**config.mk**
```make
export PLATFORM = sky130hd
export DESIGN_NAME = button_event_capture_flat
export DESIGN_NICKNAME = d
export VERILOG_FILES = /design/src/rtl/button_event_capture_pkg.sv /design/src/rtl/button_event_capture_if.sv /design/src/rtl/button_event_capture_repeat_fsm.sv /design/src/rtl/button_event_capture.sv /design/src/flat_wrapper.sv
export SDC_FILE = /design/constraint.sdc
export NUM_CORES = 1
export LEC_CHECK = 0
export CAP_MARGIN = 5
export CORE_AREA = 2 2 127 129
export CTS_CLUSTER_SIZE = 30
export DETAILED_ROUTE_END_ITERATION = 12
export DIE_AREA = 0 0 129 131
export GPL_ROUTABILITY_DRIVEN = 1
export PLACE_DENSITY = 0.68
export SLEW_MARGIN = 20
export SYNTH_ARGS = -nofsm -noshare
export SYNTH_HDL_FRONTEND = slang
export SYNTH_HIERARCHICAL = 1
export SYNTH_SLANG_ARGS = --single-unit
```
**constraint.sdc**
```tcl
create_clock -name clk -period 5.6 [get_ports clk]
set_input_delay 1.12 -clock clk [delete_from_list [all_inputs] [get_ports clk]]
set_output_delay 1.12 -clock clk [all_outputs]
set_load 0.05 [all_outputs]
```
**src/rtl/button_event_capture_pkg.sv**
```systemverilog
// Shared types and default timing for the debounced-button event path.
package button_event_pkg;

  typedef enum logic [1:0] {
    IDLE,
    DELAY,
    REPEAT
  } btn_state_t;

  localparam int unsigned DEF_N_BUTTONS            = 4;
  localparam int unsigned DEF_REPEAT_DELAY_CYCLES  = 25_000_000;  // 0.5 s at 50 MHz
  localparam int unsigned DEF_REPEAT_PERIOD_CYCLES = 5_000_000;   // 0.1 s at 50 MHz

  // The counter must be able to hold the larger of the two terminal counts.
  // The result is never allowed to drop below 1 bit.
  function automatic int unsigned cnt_width(input int unsigned delay_cycles,
                                            input int unsigned period_cycles);
    int unsigned max_cycles;
    max_cycles = (delay_cycles > period_cycles) ? delay_cycles : period_cycles;
    return (max_cycles < 2) ? 1 : $clog2(max_cycles + 1);
  endfunction

endpackage

```
**src/rtl/button_event_capture_if.sv**
```systemverilog
// Button levels and CPU-facing event/acknowledge signals of the capture block.
interface button_event_capture_if #(
  parameter int unsigned N_BUTTONS = 4
);
  logic [N_BUTTONS-1:0] buttons_in;   // debounced levels, 1 = pressed
  logic [N_BUTTONS-1:0] event_clear;  // write-1-to-clear pulse from the CPU
  logic [N_BUTTONS-1:0] events_out;   // sticky event flags
  logic [N_BUTTONS-1:0] overrun_out;  // sticky: event arrived while still pending
  logic [N_BUTTONS-1:0] held_out;     // channel FSM not IDLE
  logic                 irq;          // any event pending

  // Driver side: buttons and CPU.
  modport master (
    output buttons_in, event_clear,
    input  events_out, overrun_out, held_out, irq
  );

  // The capture block itself.
  modport slave (
    input  buttons_in, event_clear,
    output events_out, overrun_out, held_out, irq
  );
endinterface

```
**src/rtl/button_event_capture_repeat_fsm.sv**
```systemverilog
// One button channel: press detection plus auto-repeat timing.
// Emits a one-cycle strobe at press and at each repeat instant, and a
// registered "held" flag that is high while the channel is not IDLE.
module button_repeat_fsm
  import button_event_pkg::*;
#(
  parameter int unsigned REPEAT_DELAY_CYCLES  = DEF_REPEAT_DELAY_CYCLES,
  parameter int unsigned REPEAT_PERIOD_CYCLES = DEF_REPEAT_PERIOD_CYCLES
) (
  input  logic clk,
  input  logic reset,
  input  logic btn_i,
  output logic strobe_o,
  output logic held_o
);

  localparam int unsigned CNT_W          = cnt_width(REPEAT_DELAY_CYCLES, REPEAT_PERIOD_CYCLES);
  localparam bit          REPEAT_ENABLED = (REPEAT_DELAY_CYCLES != 0);
  localparam int unsigned DELAY_LAST_I   = REPEAT_ENABLED ? REPEAT_DELAY_CYCLES - 1 : 0;
  localparam int unsigned PERIOD_LAST_I  = (REPEAT_PERIOD_CYCLES != 0) ? REPEAT_PERIOD_CYCLES - 1 : 0;
  localparam logic [CNT_W-1:0] DELAY_LAST  = CNT_W'(DELAY_LAST_I);
  localparam logic [CNT_W-1:0] PERIOD_LAST = CNT_W'(PERIOD_LAST_I);

  btn_state_t       state_q, state_d;
  logic [CNT_W-1:0] cnt_q, cnt_d;
  logic             held_q, held_d;

  // Next-state, counter and strobe decode; a release always wins over a terminal count.
  always_comb begin
    // NOTE: every signal driven here gets a default first so no path can infer a latch.
    state_d  = state_q;
    cnt_d    = cnt_q;
    strobe_o = 1'b0;
    unique case (state_q)
      IDLE: begin
        if (btn_i) begin
          strobe_o = 1'b1;
          cnt_d    = '0;
          state_d  = DELAY;
        end
      end
      DELAY: begin
        if (!btn_i) begin
          state_d = IDLE;
          cnt_d   = '0;
        end else if (REPEAT_ENABLED) begin
          if (cnt_q == DELAY_LAST) begin
            strobe_o = 1'b1;
            cnt_d    = '0;
            state_d  = REPEAT;
          end else begin
            cnt_d = cnt_q + CNT_W'(1);
          end
        end
        // With auto-repeat disabled the channel parks here with cnt frozen at 0.
      end
      REPEAT: begin
        if (!btn_i) begin
          state_d = IDLE;
          cnt_d   = '0;
        end else if (cnt_q == PERIOD_LAST) begin
          strobe_o = 1'b1;
          cnt_d    = '0;
        end else begin
          cnt_d = cnt_q + CNT_W'(1);
        end
      end
      default: begin
        state_d = IDLE;
        cnt_d   = '0;
      end
    endcase
    held_d = (state_d != IDLE);
  end

  // State, counter and held flag registers.
  always_ff @(posedge clk or posedge reset) begin
    if (reset) begin
      state_q <= IDLE;
      cnt_q   <= '0;
      held_q  <= 1'b0;
    end else begin
      // NOTE: sequential state uses non-blocking assignments so all flops update together.
      state_q <= state_d;
      cnt_q   <= cnt_d;
      held_q  <= held_d;
    end
  end

  assign held_o = held_q;

endmodule

```
**src/rtl/button_event_capture.sv**
```systemverilog
// Converts debounced button levels into sticky, CPU-acknowledged press
// events with auto-repeat. One repeat FSM per channel; this level holds the
// event/overrun flags and the interrupt OR.
module button_event_capture
  import button_event_pkg::*;
#(
  parameter int unsigned N_BUTTONS            = DEF_N_BUTTONS,
  parameter int unsigned REPEAT_DELAY_CYCLES  = DEF_REPEAT_DELAY_CYCLES,
  parameter int unsigned REPEAT_PERIOD_CYCLES = DEF_REPEAT_PERIOD_CYCLES
) (
  input logic                   clk,
  input logic                   reset,
  button_event_capture_if.slave bus
);

  logic [N_BUTTONS-1:0] strobe;
  logic [N_BUTTONS-1:0] held;
  logic [N_BUTTONS-1:0] events_q, events_d;
  logic [N_BUTTONS-1:0] overrun_q, overrun_d;

  for (genvar g = 0; g < N_BUTTONS; g++) begin : g_ch
    button_repeat_fsm #(
      .REPEAT_DELAY_CYCLES  (REPEAT_DELAY_CYCLES),
      .REPEAT_PERIOD_CYCLES (REPEAT_PERIOD_CYCLES)
    ) u_fsm (
      .clk      (clk),
      .reset    (reset),
      .btn_i    (bus.buttons_in[g]),
      .strobe_o (strobe[g]),
      .held_o   (held[g])
    );
  end

  // Per-bit event update: a strobe sets the flag and wins over a same-edge clear;
  // overrun only flags an event that lands on one still unacknowledged.
  always_comb begin
    events_d  = events_q;
    overrun_d = overrun_q;
    for (int i = 0; i < int'(N_BUTTONS); i++) begin
      if (strobe[i]) begin
        events_d[i] = 1'b1;
        if (events_q[i] && !bus.event_clear[i]) begin
          overrun_d[i] = 1'b1;
        end
      end else if (bus.event_clear[i]) begin
        events_d[i]  = 1'b0;
        overrun_d[i] = 1'b0;
      end
    end
  end

  // Event and overrun flag registers.
  always_ff @(posedge clk or posedge reset) begin
    if (reset) begin
      events_q  <= '0;
      overrun_q <= '0;
    end else begin
      events_q  <= events_d;
      overrun_q <= overrun_d;
    end
  end

  assign bus.events_out  = events_q;
  assign bus.overrun_out = overrun_q;
  assign bus.held_out    = held;
  assign bus.irq         = |events_q;

endmodule
```
**src/flat_wrapper.sv**
```systemverilog
// flat-port wrapper written by rule: the top's interface ports become plain ports
module button_event_capture_flat import button_event_pkg::*;
#(
  parameter int unsigned N_BUTTONS            = DEF_N_BUTTONS,
  parameter int unsigned REPEAT_DELAY_CYCLES  = DEF_REPEAT_DELAY_CYCLES,
  parameter int unsigned REPEAT_PERIOD_CYCLES = DEF_REPEAT_PERIOD_CYCLES
)
  (clk, reset, bus_buttons_in, bus_event_clear, bus_events_out, bus_overrun_out, bus_held_out, bus_irq);
  button_event_capture_if #(.N_BUTTONS(N_BUTTONS)) bus_i ();
  input logic clk;
  input logic reset;
  input wire logic [$bits(bus_i.buttons_in)-1:0] bus_buttons_in;
  input wire logic [$bits(bus_i.event_clear)-1:0] bus_event_clear;
  output wire logic [$bits(bus_i.events_out)-1:0] bus_events_out;
  output wire logic [$bits(bus_i.overrun_out)-1:0] bus_overrun_out;
  output wire logic [$bits(bus_i.held_out)-1:0] bus_held_out;
  output wire logic [$bits(bus_i.irq)-1:0] bus_irq;
  assign bus_i.buttons_in = bus_buttons_in;
  assign bus_i.event_clear = bus_event_clear;
  assign bus_events_out = bus_i.events_out;
  assign bus_overrun_out = bus_i.overrun_out;
  assign bus_held_out = bus_i.held_out;
  assign bus_irq = bus_i.irq;
  button_event_capture #(.N_BUTTONS(N_BUTTONS), .REPEAT_DELAY_CYCLES(REPEAT_DELAY_CYCLES), .REPEAT_PERIOD_CYCLES(REPEAT_PERIOD_CYCLES)) u_core (.clk(clk), .reset(reset), .bus(bus_i));
endmodule
```
==> flow_metrics.env, run 1 <==
export IMPL_status="complete, no violations"
export IMPL_rr_worst_depth=7
export IMPL_cp_arrival_ns=2.10
export IMPL_htreeDepth=4
export IMPL_holdPathEnd="u_core/bus.overrun_out[1]"
export IMPL_ys_flop_type="dfrtp_1"
export IMPL_cts_tree="yes"
export IMPL_critPathMaxStageDelay_ns=0.71
export IMPL_core_area_sq_um=15600
export IMPL_layout_common_cells="178 x nand2_1, 120 x dfrtp_1, 57 x nand3_1"
export IMPL_start_util=0.538
export IMPL_path_cells="or4_1 -> clkdlybuf4s50_1"
export IMPL_clkSinkCount=120
export IMPL_postCtsSetupBuffers=0
export IMPL_regToRegSetupSlack_ns=2.84
export IMPL_globalRouteOverflowTotal=0
export IMPL_slew_violations=0
export IMPL_slowest_stage="clkdlybuf4s50_1"
export IMPL_rsz0062_at_grt="false"
export IMPL_powerDensity_nw_per_um2=315
export IMPL_synth_top_area_frac=0.358
export IMPL_finClkSkew_ns=0.00808
export IMPL_grt_first_pass_wirelength_mm=35.2
export IMPL_antenna_found_initial=0
export IMPL_finalCritPeriodShare=0.576
export IMPL_synth_avg_cell_area_sq_um=8.49
export IMPL_wirelength_mm=20.8
export IMPL_tightest_slew_ns=1.09
export IMPL_synth_largest_area_cell="dfrtp_1"
export IMPL_clkTransAtPathRegs_ns=0.05
export IMPL_via_count=7632
export IMPL_grt_max_degree=31
export IMPL_fin_crit_ns=3.22
export IMPL_portBuffers=22
export IMPL_postCtsHoldBufs=0
export IMPL_synthCells=988
export IMPL_peakVddDrop_mv=0.262
export IMPL_tns_ns=0
export IMPL_async_flop_share=1.00
export IMPL_worst_setup_path_start_kind="flop"
export IMPL_track_usage=0.257
export IMPL_wire_per_inst_um=17.1
export IMPL_syn2layout_area_growth_pct=10.7
export IMPL_crit_fanout=4
export IMPL_first_pass_iters=7
export IMPL_p_total_mw=2.92
export IMPL_dp_hpwl_mm=14.0
export IMPL_nets=1017
export IMPL_min_delay_path_class="reg -> reg"
export IMPL_grtUsageMet1=0.366
export IMPL_busiest_layer="met2"
export IMPL_drtAntennaViolNets=0
export IMPL_grtUsageMet2=0.401
export IMPL_numCtsBuffers=17
export IMPL_required_ns=4.48
export IMPL_placementRows=46
export IMPL_ys_ff_latch=120
export IMPL_post_cts_resized=0
export IMPL_final_common_cell="nand2_1"
export IMPL_gr_usage_met3=0.0542
export IMPL_synth_edf_count=0
export IMPL_critical_path_class="reg -> out"
export IMPL_synth_cell_area_sq_um=8390
export IMPL_drtIter0Drc=697
export IMPL_leakage_nw=3.87
export IMPL_synth_area_top_cells="dfrtp_1 36%, nand2_1 8.0%, o221ai_1 4.5%, nand3_1 3.4%, and2_1 3.1%"
export IMPL_grt_pass1_vias=6990
export IMPL_fmax_mhz=310
export IMPL_whs_path_depth=2
export IMPL_hold_viol_final=0
export IMPL_yosysWarnings=6
export IMPL_synth_cell_types=67
export IMPL_clock_latency_ns=0.41
export IMPL_fill_cells=1429
export IMPL_dieArea_sq_um=16900
export IMPL_ios=23
export IMPL_diodes=0
export IMPL_slew_headroom=0.274
export IMPL_synth_seq_area_share=0.358
export IMPL_setup_violations_final=0
export IMPL_synth_nets=1018
export IMPL_gp_congestion=0.907
export IMPL_drc=0
export IMPL_via_per_inst=6.28
export IMPL_cts_root_buf="clkbuf_16"
export IMPL_rr_endpoint="u_core/g_ch[1].u_fsm/cnt_q[0]"
export IMPL_cts_max_path_buffers=2
export IMPL_drive_gt1_frac=0.0641
export IMPL_drv_cap=0
export IMPL_r2r_start="u_core/g_ch[1].u_fsm/cnt_q[0]"
export IMPL_fp_dieW_um=129
export IMPL_endpoint_kind="output port"
export IMPL_fin_util=0.596
export IMPL_die_h_um=131
export IMPL_min_from="u_core/bus.overrun_out[1]"
## synthesized netlist by cell type, types with 5 or more instances
master     number
a2111o_1        6
a211oi_1       11
a21boi_0        5
a21o_1          8
a21oi_1        11
a221o_1         6
a31oi_1         7
and2_1         41
and3_1         21
and4_1         17
buf_1           5
buf_2          14
buf_6           5
clkbuf_1       29
dfrtp_1       120
ha_1           20
inv_1          40
nand2_1       178
nand2b_1        7
nand3_1        57
nand3b_1        9
nand4_1        25
nor2_1         38
nor2b_1        11
nor3_1         25
nor4_1         27
nor4bb_1        7
o2111ai_1      16
o211ai_1       25
o21a_1         14
o21ai_0        22
o21ai_1         6
o221ai_1       43
o221ai_2       10
o31a_1         15
or3_1           8
or4_1           8
## layer usage
layer  wire length (um)  share of wire  vias up
met5                  0              0        -
met4                212          0.010        0
met3                986          0.047       18
met2               9670           0.46      209
met1               9950           0.48     3640
li1                   -              -     3765
## cell families (layout without fill, tap and decap cells)
family                   count (synthesis)  after routing  share of synthesized area
XOR/XNOR                                 3              3                    0.00313
flip-flops                             120            120                      0.358
adder cells (fa/ha/maj)                 20             20                     0.0298
AND/OR/NAND/NOR                        508            508                      0.322
buffers and inverters                   94            105                     0.0491
AO/OA/AOI/OAI                          243            243                      0.238
## flip-flops by register name, indices dropped and copies added (netlist names)
register	flops
u_core/g_ch.u_fsm/held_o	4
u_core/bus.overrun_out	4
u_core/g_ch.u_fsm/state_q	8
u_core/bus.events_out	4
u_core/g_ch.u_fsm/cnt_q	100
## where the power goes
group,switching [mW],internal [mW],total (mW),leakage [nW]
combinational,0.607,0.229,0.835,1.94
sequential,0.0636,0.938,1.00,1.65
clock,0.392,0.694,1.09,0.278
## area by class of cell
class	instances	area, sq um	share of cell area
Timing Repair Buffer	34	310	0.0334
Inverter	40	150	0.0162
Sequential cell	120	3000	0.323
Clock inverter	9	126	0.0136
Tap cell	216	270	0.0291
Clock buffer	22	444	0.0478
Multi-Input combinational cell	774	4990	0.537
## through the flow
step	instances	area (sq um)	setup WS [ns]	hold slack, ns
floorplan	988	8390	3.08	0.489
global placement	1184	8710	2.43	0.498
detailed placement	1184	8720	2.40	0.500
CTS	1215	9290	2.37	0.515
global route	1215	9290	2.33	0.536
finish	1215	9290	2.38	0.510
## worst max-delay path, delay by kind of cell, from the launching register on
family	cells	cell delay, ns
flip-flops	1	0.45
buffers and inverters	1	0.71
AND/OR/NAND/NOR	1	0.53
## worst max path at each step
stage | endpoint | start | slack, ns
global route | bus_irq | u_core/bus.events_out[0] | 2.33
global placement | u_core/g_ch[0].u_fsm/cnt_q[19] | bus_buttons_in[0] | 2.43
detailed placement | u_core/g_ch[0].u_fsm/cnt_q[7] | bus_buttons_in[0] | 2.40
finish | bus_irq | u_core/bus.events_out[0] | 2.38
floorplan | bus_irq | u_core/bus.events_out[0] | 3.08
CTS | bus_irq | u_core/bus.events_out[0] | 2.37
No activity file was read; power rests on OpenSTA's default activity.
==> run 2, diff against run 1 <==
PLACE_DENSITY = 0.71   (was 0.68)
clock period = 2.9 ns   (was 5.6 ns; I/O delays follow)
==> flow_metrics.env, run 2 (synthesis gave the netlist of run 1 again) <==
export IMPL_drtIter0Drc=733
export IMPL_grt_pass1_vias=7113
export IMPL_status="complete, no violations"
export IMPL_wirelength_mm=21.0
export IMPL_path_cells="or4_1 -> clkdlybuf4s50_1"
export IMPL_hold_viol_final=0
export IMPL_core_area_sq_um=15600
export IMPL_leakage_nw=3.96
export IMPL_syn2layout_area_growth_pct=12.4
export IMPL_slew_headroom=0.560
export IMPL_portBuffers=22
export IMPL_cts_tree="yes"
export IMPL_tns_ns=0
export IMPL_htreeDepth=4
export IMPL_start_util=0.538
export IMPL_finalCritPeriodShare=0.920
export IMPL_clock_power_share=0.377
export IMPL_drv_cap=0
export IMPL_slowest_stage="clkdlybuf4s50_1"
export IMPL_antenna_found_initial=0
export IMPL_critical_path_class="reg -> out"
export IMPL_dieArea_sq_um=16900
export IMPL_postCtsSetupBuffers=0
export IMPL_gp_congestion=0.887
export IMPL_combPwrFrac=0.292
export IMPL_ios=23
export IMPL_cts_max_path_buffers=2
export IMPL_cp_arrival_ns=2.09
export IMPL_track_usage=0.256
export IMPL_dp_hpwl_mm=14.1
export IMPL_globalRouteOverflowTotal=0
export IMPL_largest_reg_flops=100
export IMPL_internal_power_mw=3.72
export IMPL_via_count=7841
export IMPL_swShare=0.362
export IMPL_min_delay_path_class="reg -> reg"
export IMPL_crit_fanout=4
export IMPL_whs_path_depth=1
export IMPL_clkTransAtPathRegs_ns=0.06
export IMPL_peakVddDrop_mv=0.431
export IMPL_clock_latency_ns=0.41
export IMPL_rsz0062_at_grt="false"
export IMPL_placementRows=46
export IMPL_p_seq_frac=0.331
export IMPL_drtAntennaViolNets=0
export IMPL_cts_root_buf="clkbuf_16"
export IMPL_diodes=0
export IMPL_fmax_mhz=375
export IMPL_drive_gt1_frac=0.0828
export IMPL_layout_common_cells="178 x nand2_1, 120 x dfrtp_1, 57 x nand3_1"
export IMPL_fp_dieW_um=129
export IMPL_postCtsHoldBufs=0
export IMPL_via_per_inst=6.37
export IMPL_nets=1032
export IMPL_wire_per_inst_um=17.1
export IMPL_fin_crit_ns=2.67
export IMPL_critPathMaxStageDelay_ns=0.71
export IMPL_worst_setup_path_start_kind="flop"
export IMPL_die_h_um=131
export IMPL_grt_max_degree=31
export IMPL_numCtsBuffers=17
export IMPL_stdcell_area_sq_um=9440
export IMPL_required_ns=2.32
export IMPL_clkSinkCount=120
export IMPL_place_area_sq_um=8830
export IMPL_rr_worst_depth=6
export IMPL_grt_first_pass_wirelength_mm=34.9
export IMPL_tightest_slew_ns=0.651
export IMPL_reg_largest_list="u_core/g_ch.u_fsm/cnt_q (100), u_core/g_ch.u_fsm/state_q (8)"
export IMPL_powerDensity_nw_per_um2=618
export IMPL_cp_top_family="buffers and inverters"
export IMPL_path_buf_inv=1
export IMPL_post_cts_resized=0
export IMPL_switchingPower_mw=2.11
export IMPL_first_pass_iters=5
export IMPL_top_register="u_core/g_ch.u_fsm/cnt_q"
export IMPL_finClkSkew_ns=0.00552
export IMPL_cp_depth=2
export IMPL_drc=0
export IMPL_slew_violations=0
export IMPL_setup_violations_final=0
export IMPL_final_common_cell="nand2_1"
export IMPL_endpoint_kind="output port"
run 2: worst paths after layout:
| kind | end | slack [ns] | startpoint |
|---|---|---|---|
| max | bus_irq | 0.23 | u_core/bus.events_out[0] |
| min | u_core/bus.overrun_out[3] | 0.51 | u_core/bus.overrun_out[3] |
| max reg2reg | u_core/g_ch[3].u_fsm/cnt_q[14] | 0.45 | u_core/g_ch[3].u_fsm/cnt_q[0] |
| min reg2reg | u_core/bus.overrun_out[3] | 0.51 | u_core/bus.overrun_out[3] |
| max in group asynchronous | u_core/g_ch[3].u_fsm/cnt_q[17] | 1.91 | reset |
| min in group asynchronous | u_core/bus.events_out[1] | 0.60 | reset |
run 2: layer usage:
| metal | global-route usage | share of wire | up-vias |
|---|---|---|---|
| li1 | - | - | 3805 |
| met1 | 0.357 | 0.48 | 3796 |
| met2 | 0.409 | 0.46 | 212 |
| met3 | 0.0497 | 0.045 | 28 |
| met4 | 0.0691 | 0.011 | 0 |
| met5 | 0 | 0 | - |
run 2: stage by stage:
step	cells	power (mW)	hold WS, ns	util	worst slack, ns
after floorplan	988	3.08	0.396	-	0.807
after global placement	1199	3.61	0.490	0.566	0.525
after detailed placement	1199	3.63	0.496	0.566	0.487
after CTS	1231	5.87	0.509	0.605	0.220
after global routing	1231	6.10	0.549	0.605	0.173
final	1231	5.83	0.511	0.605	0.232
run 2: power groups by stage:
stage               logic (mW)  registers, mW  clock network [mW]
detailed placement        1.67           1.96                   0
CTS                       1.69           1.93                2.25
global placement          1.65           1.96                   0
finish                    1.70           1.93                2.20
floorplan                0.895           2.19                   0
global route              1.82           1.95                2.32
run 2: final cells by class:
class / instances / area [sq um]
Fill cell: 1366 / 6160
Multi-Input combinational cell: 774 / 4980
Sequential cell: 120 / 3000
Clock buffer: 17 / 425
Timing Repair Buffer: 49 / 423
Tap cell: 216 / 270
Clock inverter: 15 / 184
Inverter: 40 / 150
==> run 3, diff against run 2 <==
CORE_AREA = 3 3 128 130   (was 2 2 127 129)
DIE_AREA = 0 0 131 133   (was 0 0 129 131)
==> flow_metrics.env, run 3 (synthesis gave the netlist of run 1 again) <==
export IMPL_largest_reg_flops=100
export IMPL_fill_cells=1317
export IMPL_wire_per_inst_um=16.7
export IMPL_ios=23
export IMPL_powerDensity_nw_per_um2=594
export IMPL_drive_gt1_frac=0.0806
export IMPL_min_from="u_core/bus.overrun_out[3]"
export IMPL_drc=0
export IMPL_grt_max_degree=29
export IMPL_rr_endpoint="u_core/g_ch[3].u_fsm/cnt_q[11]"
export IMPL_cts_tree="yes"
export IMPL_portBuffers=22
export IMPL_numCtsBuffers=17
export IMPL_stdcell_area_sq_um=9390
export IMPL_cts_max_path_buffers=2
export IMPL_globalRouteOverflowTotal=0
export IMPL_tns_ns=0
export IMPL_first_pass_iters=5
export IMPL_required_ns=2.32
export IMPL_seq_area_sq_um=3000
export IMPL_placementRows=45
export IMPL_nets=1037
export IMPL_hold_viol_final=0
export IMPL_min_delay_path_class="reg -> reg"
export IMPL_top_register="u_core/g_ch.u_fsm/cnt_q"
export IMPL_fmax_mhz=381
export IMPL_finalCritPeriodShare=0.904
export IMPL_critical_path_class="reg -> out"
export IMPL_holdPathEnd="u_core/bus.overrun_out[3]"
export IMPL_core_area_sq_um=15300
export IMPL_setup_violations_final=0
export IMPL_wirelength_mm=20.5
export IMPL_worst_setup_path_start_kind="flop"
export IMPL_slowest_stage="clkdlybuf4s50_1"
export IMPL_diodes=0
export IMPL_cts_root_buf="clkbuf_16"
export IMPL_drtIter0Drc=627
export IMPL_start_util=0.550
export IMPL_slew_violations=0
export IMPL_critPathMaxStageDelay_ns=0.71
export IMPL_via_count=7706
export IMPL_gp_congestion=0.872
export IMPL_regToRegSetupSlack_ns=0.48
export IMPL_cp_arrival_ns=2.04
export IMPL_reg_largest_list="u_core/g_ch.u_fsm/cnt_q (100), u_core/g_ch.u_fsm/state_q (8)"
export IMPL_drv_cap=0
export IMPL_crit_fanout=4
export IMPL_clock_latency_ns=0.42
export IMPL_r2r_start="u_core/g_ch[3].u_fsm/cnt_q[0]"
export IMPL_postCtsHoldBufs=0
export IMPL_antenna_found_initial=0
export IMPL_multi_input_area_sq_um=4980
export IMPL_clkSinkCount=120
export IMPL_p_total_mw=5.57
export IMPL_rr_worst_depth=6
export IMPL_slew_headroom=0.473
export IMPL_die_h_um=133
export IMPL_peakVddDrop_mv=0.500
export IMPL_layout_common_cells="178 x nand2_1, 120 x dfrtp_1, 57 x nand3_1"
export IMPL_postCtsSetupBuffers=0
export IMPL_path_cells="or4_1 -> clkdlybuf4s50_1"
export IMPL_final_common_cell="nand2_1"
export IMPL_fin_util=0.615
export IMPL_htreeDepth=4
export IMPL_track_usage=0.241
export IMPL_tightest_slew_ns=0.790
export IMPL_path_buf_inv=1
export IMPL_clkTransAtPathRegs_ns=0.05
export IMPL_syn2layout_area_growth_pct=11.9
export IMPL_post_cts_resized=0
export IMPL_cp_top_family="buffers and inverters"
export IMPL_via_per_inst=6.27
export IMPL_fin_crit_ns=2.62
export IMPL_leakage_nw=3.95
export IMPL_fp_dieW_um=131
export IMPL_grt_pass1_vias=7087
export IMPL_whs_path_depth=1
export IMPL_rsz0062_at_grt="false"
export IMPL_dp_hpwl_mm=13.9
export IMPL_finClkSkew_ns=0.00797
export IMPL_endpoint_kind="output port"
export IMPL_drtAntennaViolNets=0
export IMPL_grt_first_pass_wirelength_mm=34.7
export IMPL_dieArea_sq_um=17400
export IMPL_status="complete, no violations"
export IMPL_place_area_sq_um=8860
run 3: area by class of cell:
| cell class | instances | area share |
|---|---|---|
| multi-input cells | 774 | 0.531 |
| flip-flops and latches | 120 | 0.320 |
| clock buffers | 27 | 0.0547 |
| repair buffers | 54 | 0.0491 |
| well taps | 211 | 0.0281 |
| inverters | 40 | 0.0160 |
| clock inverters | 3 | 0.00160 |
run 3: metal layers:
layer / global-route usage / up-vias / part of all wire
met4: 0.0743 / 0 / 0.015
li1: - / 3797 / -
met1: 0.346 / 3643 / 0.48
met5: 0 / - / 0
met3: 0.0505 / 33 / 0.051
met2: 0.364 / 233 / 0.46
run 3: worst max-delay path by stage:
stage,start,end,cells past startpoint
final,u_core/bus.events_out[0],bus_irq,2
after global routing,u_core/g_ch[3].u_fsm/cnt_q[0],u_core/g_ch[3].u_fsm/cnt_q[11],6
after CTS,u_core/bus.events_out[0],bus_irq,2
after detailed placement,u_core/g_ch[3].u_fsm/cnt_q[0],u_core/g_ch[3].u_fsm/cnt_q[11],6
after global placement,u_core/g_ch[0].u_fsm/cnt_q[12],u_core/g_ch[0].u_fsm/cnt_q[23],6
after floorplan,u_core/g_ch[0].u_fsm/cnt_q[12],u_core/g_ch[0].u_fsm/cnt_q[18],7
run 3: metrics by stage:
stage          hold WS, ns  cells  setup slack (ns)
2_1_floorplan        0.396    988             0.807
3_3_place_gp         0.496   1199             0.608
3_5_place_dp         0.495   1199             0.522
4_1_cts              0.508   1229             0.249
5_1_grt              0.519   1229             0.215
6_report             0.503   1229             0.277
run 3: where the power goes:
group	total, mW	switching [mW]	internal (mW)	leakage [nW]
registers	1.93	0.119	1.81	1.65
clock network	1.93	0.741	1.19	0.263
logic	1.71	1.19	0.518	2.04
